--- src/rtl/alarm_if.sv ---
// alarm_if: operator-side inputs and alarm outputs of the alarm controller
interface alarm_if #(
    parameter int N_CH = 4
);
    logic            enable_i;
    logic [N_CH-1:0] low_level_indicator_i;
    logic [N_CH-1:0] error_indicator_i;
    logic            ack_i;
    logic            alarm_state_o;
    logic            alarm_blink_o;
    logic [N_CH-1:0] alarm_cause_o;
    logic            new_fault_o;

    modport master (
        output enable_i, low_level_indicator_i, error_indicator_i, ack_i,
        input  alarm_state_o, alarm_blink_o, alarm_cause_o, new_fault_o
    );

    modport slave (
        input  enable_i, low_level_indicator_i, error_indicator_i, ack_i,
        output alarm_state_o, alarm_blink_o, alarm_cause_o, new_fault_o
    );
endinterface

--- src/rtl/alarm_controller.sv ---
// alarm_controller: debounced per-channel fault monitor with ack/blink alarm FSM
module alarm_controller #(
    parameter int N_CH            = 4,
    parameter int DEBOUNCE_CYCLES = 3,
    parameter int BLINK_HALF      = 2
) (
    input logic     clk_i,
    input logic     rst_i,
    alarm_if.slave  bus
);
    localparam int CW = $clog2(DEBOUNCE_CYCLES + 1);
    localparam int BW = BLINK_HALF > 1 ? $clog2(BLINK_HALF) : 1;
    localparam logic [CW-1:0] CMAX = CW'(DEBOUNCE_CYCLES - 1);
    localparam logic [BW-1:0] BMAX = BW'(BLINK_HALF - 1);

    typedef enum logic [1:0] {IDLE, ACTIVE, ACKED} state_t;

    state_t          state, nxt;
    logic [N_CH-1:0] raw, filtered, filt_d, rise;
    logic [CW-1:0]   cnt [N_CH];
    logic [BW-1:0]   bcnt;
    logic            en_d, any_rise, any_fault, ack_ok, entry;

    assign raw             = bus.error_indicator_i | ~bus.low_level_indicator_i;
    assign bus.new_fault_o = any_rise;

    // Each channel flips only after DEBOUNCE_CYCLES consecutive disagreeing samples
    always_ff @(posedge clk_i or posedge rst_i) begin
        if (rst_i) begin
            filtered <= '0;
            for (int k = 0; k < N_CH; k++) cnt[k] <= '0;
        end else begin
            for (int k = 0; k < N_CH; k++) begin
                if (raw[k] == filtered[k]) begin
                    cnt[k] <= '0;
                end else if (cnt[k] >= CMAX) begin
                    filtered[k] <= raw[k];
                    cnt[k]      <= '0;
                end else begin
                    cnt[k] <= cnt[k] + 1'b1;
                end
            end
        end
    end

    // Rise detection (re-enable counts every held fault as new) and next-state selection
    always_comb begin
        rise      = bus.enable_i ? filtered & ~(filt_d & {N_CH{en_d}}) : '0;
        any_rise  = |rise;
        any_fault = |filtered;
        ack_ok    = state == ACTIVE && bus.ack_i && !any_rise;
        nxt       = !bus.enable_i                 ? IDLE :
                    any_rise                      ? ACTIVE :
                    ack_ok                        ? (any_fault ? ACKED : IDLE) :
                    state == ACKED && !any_fault  ? IDLE : state;
        entry     = nxt == ACTIVE && state != ACTIVE;
    end

    // Alarm FSM with registered state, cause and blink outputs
    always_ff @(posedge clk_i or posedge rst_i) begin
        if (rst_i) begin
            state             <= IDLE;
            filt_d            <= '0;
            en_d              <= 1'b0;
            bcnt              <= '0;
            bus.alarm_state_o <= 1'b0;
            bus.alarm_blink_o <= 1'b0;
            bus.alarm_cause_o <= '0;
        end else begin
            state             <= nxt;
            filt_d            <= filtered;
            en_d              <= bus.enable_i;
            bus.alarm_state_o <= nxt != IDLE;
            bus.alarm_cause_o <= nxt == IDLE ? '0 :
                                 ((ack_ok ? bus.alarm_cause_o & filtered : bus.alarm_cause_o) | rise);
            bcnt              <= (entry || nxt != ACTIVE || bcnt == BMAX) ? '0 : bcnt + 1'b1;
            bus.alarm_blink_o <= nxt == ACKED   ? 1'b1 :
                                 nxt != ACTIVE  ? 1'b0 :
                                 entry          ? 1'b1 :
                                 bcnt == BMAX   ? ~bus.alarm_blink_o : bus.alarm_blink_o;
        end
    end
endmodule

--- src/flat_wrapper.sv ---
// flat-port wrapper written by rule: the top's interface ports become plain ports
module alarm_controller_flat 
#(
    parameter int N_CH            = 4,
    parameter int DEBOUNCE_CYCLES = 3,
    parameter int BLINK_HALF      = 2
)
  (clk_i, rst_i, bus_enable_i, bus_low_level_indicator_i, bus_error_indicator_i, bus_ack_i, bus_alarm_state_o, bus_alarm_blink_o, bus_alarm_cause_o, bus_new_fault_o);
  alarm_if #(.N_CH(N_CH)) bus_i ();
  input logic clk_i;
  input logic rst_i;
  input wire logic [$bits(bus_i.enable_i)-1:0] bus_enable_i;
  input wire logic [$bits(bus_i.low_level_indicator_i)-1:0] bus_low_level_indicator_i;
  input wire logic [$bits(bus_i.error_indicator_i)-1:0] bus_error_indicator_i;
  input wire logic [$bits(bus_i.ack_i)-1:0] bus_ack_i;
  output wire logic [$bits(bus_i.alarm_state_o)-1:0] bus_alarm_state_o;
  output wire logic [$bits(bus_i.alarm_blink_o)-1:0] bus_alarm_blink_o;
  output wire logic [$bits(bus_i.alarm_cause_o)-1:0] bus_alarm_cause_o;
  output wire logic [$bits(bus_i.new_fault_o)-1:0] bus_new_fault_o;
  assign bus_i.enable_i = bus_enable_i;
  assign bus_i.low_level_indicator_i = bus_low_level_indicator_i;
  assign bus_i.error_indicator_i = bus_error_indicator_i;
  assign bus_i.ack_i = bus_ack_i;
  assign bus_alarm_state_o = bus_i.alarm_state_o;
  assign bus_alarm_blink_o = bus_i.alarm_blink_o;
  assign bus_alarm_cause_o = bus_i.alarm_cause_o;
  assign bus_new_fault_o = bus_i.new_fault_o;
  alarm_controller #(.N_CH(N_CH), .DEBOUNCE_CYCLES(DEBOUNCE_CYCLES), .BLINK_HALF(BLINK_HALF)) u_core (.clk_i(clk_i), .rst_i(rst_i), .bus(bus_i));
endmodule
--- config.mk ---
export PLATFORM = sky130hd
export DESIGN_NAME = alarm_controller_flat
export DESIGN_NICKNAME = d
export VERILOG_FILES = /design/src/rtl/alarm_if.sv /design/src/rtl/alarm_controller.sv /design/src/flat_wrapper.sv
export SDC_FILE = /design/constraint.sdc
export NUM_CORES = 1
export LEC_CHECK = 0
export ABC_CLOCK_PERIOD_IN_PS = 5100
export CELL_PAD_IN_SITES_DETAIL_PLACEMENT = 1
export CELL_PAD_IN_SITES_GLOBAL_PLACEMENT = 1
export CORE_UTILIZATION = 40
export DETAILED_ROUTE_END_ITERATION = 6
export PLACE_DENSITY = 0.76
export SLEW_MARGIN = 20
export SYNTH_ARGS = -nofsm -noshare
export SYNTH_HDL_FRONTEND = slang
export SYNTH_SLANG_ARGS = --single-unit
--- constraint.sdc ---
create_clock -name clk_i -period 5.1 [get_ports clk_i]
set_input_delay 0.765 -clock clk_i [delete_from_list [all_inputs] [get_ports clk_i]]
set_output_delay 0.765 -clock clk_i [all_outputs]
set_load 0.005 [all_outputs]
==> run summary <==
run status: complete, no violations
clock root cell: clkbuf_4
worst path arrival time: 2.32 ns
max-slew violation total from the final report: 0
post-CTS sizing: 0
largest net degree at the start of global routing: 27
GP Congestion: 0.786
P&R area growth vs syn: 21.8%
Residual DRC: 0
Top Ports: 19
H-tree depth: 1
initial antenna violation count: 0
PD cells: 416 nW/µm²
FMAX: 0.325 GHz
I/O Buffers: 18
post-synth top area cell: dfrtp_1
syn_nets: 105
Max IR drop VDD: 0.234 mV
ys async rst share: 100%
# setup viols final: 0
hold path cells: 1
share of layout cells above drive strength 1: 4.42%
fin crit period: 3.08 ns
cell area after synthesis: 1100 µm²
ys flop type: dfrtp_1
Yosys reg bits: 26
vias in the first global route: 757
Setup crit end kind: primary output
synthesized area per cell: 11.8 µm²
FF-to-FF setup slack: 3.01 ns
Setup Buffers After CTS: 0
TritonCTS clock tree: yes
drt via density: 5.21
clk_lat worst skew: 0.31 ns
Reg2Reg Depth: 4
first-pass iteration count of the detailed router: 2
row count: 18
clock-pin slew on the worst setup and hold paths: 0.13 ns
# Max-Cap Violations: 0
Power Total: 556 µW
YS warnings: 0
final hold viol count: 0
initial core utilization: 43.2%
area share of the largest cell type after synthesis: 59.2%
HPWL after DPL: 1.43 mm
global-route wire length before repair: 3.22 mm
max_slew headroom: 38.0%
setup TNS: 0 ns
clk_skew: 0.000790 ns
critical hold path startpoint: u_core.cnt[0]$_DFF_PP0_
Hold Buf Count CTS: 0
Final ANT Viol Nets: 0
Die Span X: 54.4 µm
CTS sink cnt: 26
die area: 2960 µm²
Worst Max-Slew Pin Slew: 0.924 ns
Core Region: 2540 µm²
# nets final: 126
type of the worst setup path: reg2out
Hold Path Sink: u_core.cnt[0]$_DFF_PP0_
Netlist cell types: 26
post-synthesis sequential area ratio: 59.2%
RR Startpoint: u_core.filtered[0]$_DFFE_PP0P_
DR vias: 745
ranking of synthesized cells by area: dfrtp_1, a21oi_1, nor3b_1
most instantiated cells after synthesis: dfrtp_1, a21oi_1, inv_1
Ant. Diodes: 0
number of synthesized flops with an enable pin: 0
GRT overflow: 0
R2R Path End: u_core.bus.alarm_cause_o[2]$_DFF_PP0_
wire length per cell: 13.8 µm
dominant cell by count in the synthesized netlist: dfrtp_1
Max FO, Critical Path: 7
RSZ-0062 raised after global routing: no
initial DRC count: 1
Post-Syn Instances: 93
worst endpoint required time: 4.34 ns
routed wire length: 1.98 mm
die span in y: 54.4 µm
Tot GR Track Use: 15.8%
worst hold path type: reg2reg
Setup crit start kind: register
Clock Tree Buf Depth: 2
Lkg Pwr: 0.586 nW
Final Cycle Share: 60.4%
number of buffers created by CTS: 3
## final cells by class
class / instances / area (µm²)
Timing Repair Buffer: 18 / 180
Tap cell: 30 / 37.5
Inverter: 8 / 30.0
Multi-Input combinational cell: 57 / 403
Fill cell: 272 / 1210
Sequential cell: 26 / 651
Clock buffer: 4 / 36.3
## critical path, stage by stage, from the launching register on
cell,delay [ns]
dfrtp_1,0.47
a21boi_0,0.18
or4_1,0.69
and2_1,0.23
clkdlybuf4s50_1,0.44
## flip-flops by register name, summed over array words and instances (netlist names)
signal / cells
u_core.bus.alarm_state_o: 1
u_core.bus.alarm_cause_o: 4
u_core.filt_d: 4
u_core.state: 2
u_core.filtered: 4
u_core.en_d: 1
u_core.bcnt: 1
u_core.cnt: 8
u_core.bus.alarm_blink_o: 1
## worst max path at each step
stage	start	to	slack (ns)	cells after the start
2_1_floorplan	u_core.filtered[2]$_DFFE_PP0P_	bus_new_fault_o	2.96	4
3_3_place_gp	bus_enable_i	bus_new_fault_o	2.16	3
3_5_place_dp	bus_enable_i	bus_new_fault_o	2.13	3
4_1_cts	u_core.filtered[0]$_DFFE_PP0P_	bus_new_fault_o	1.97	4
5_1_grt	u_core.filtered[0]$_DFFE_PP0P_	bus_new_fault_o	1.91	4
6_report	u_core.filtered[0]$_DFFE_PP0P_	bus_new_fault_o	2.02	4
## cells by family after synthesis
| kind of cell | count (synthesis) | synth area share, % |
|---|---|---|
| muxes | 1 | 0.911 |
| DFF | 26 | 59.2 |
| xor gates and xnor gates | 5 | 3.99 |
| and+or+nand+nor | 27 | 15.9 |
| buffers and inverters | 10 | 4.10 |
| AOI/OAI and AO/OA | 24 | 15.8 |
## cells in the final DEF (no fill, tap or decap), types with 2 or more instances in the layout
cell type and count:
or4_1 2, a21oi_1 9, xnor2_1 4, clkbuf_4 3
dfrtp_1 26, nor2b_1 5, nor3b_1 5, a21boi_0 4
inv_1 7, o21ai_0 2, nor2_1 5, clkdlybuf4s50_1 18
a211oi_1 4, and3b_1 4, nand3b_1 2
## per-stage QoR
stage | setup WS, ns | std cells | hold WS (ns) | area, µm² | util [%]
final | 2.02 | 143 | 0.431 | 1340 | 52.6
after global routing | 1.91 | 143 | 0.451 | 1340 | 52.6
after CTS | 1.97 | 143 | 0.435 | 1340 | 52.6
after detailed placement | 2.13 | 139 | 0.416 | 1300 | 51.1
after global placement | 2.16 | 139 | 0.408 | 1300 | 51.1
after floorplan | 2.96 | 93 | 0.399 | 1100 | -
## power by group
| part | internal, mW | switching (mW) |
|---|---|---|
| Combinational | 0.0823 | 0.0618 |
| Clock | 0.0436 | 0.0571 |
| Sequential | 0.264 | 0.0474 |
## metal layers
| metal | GRT usage [%] | vias up | routed length [µm] |
|---|---|---|---|
| met5 | 0 | - | 0 |
| met4 | 7.69 | 0 | 13 |
| met3 | 3.33 | 2 | 58 |
| met2 | 25.4 | 14 | 980 |
| met1 | 20.0 | 362 | 925 |
| li1 | - | 367 | - |
Note: power is estimated with default switching activity, not from simulation.
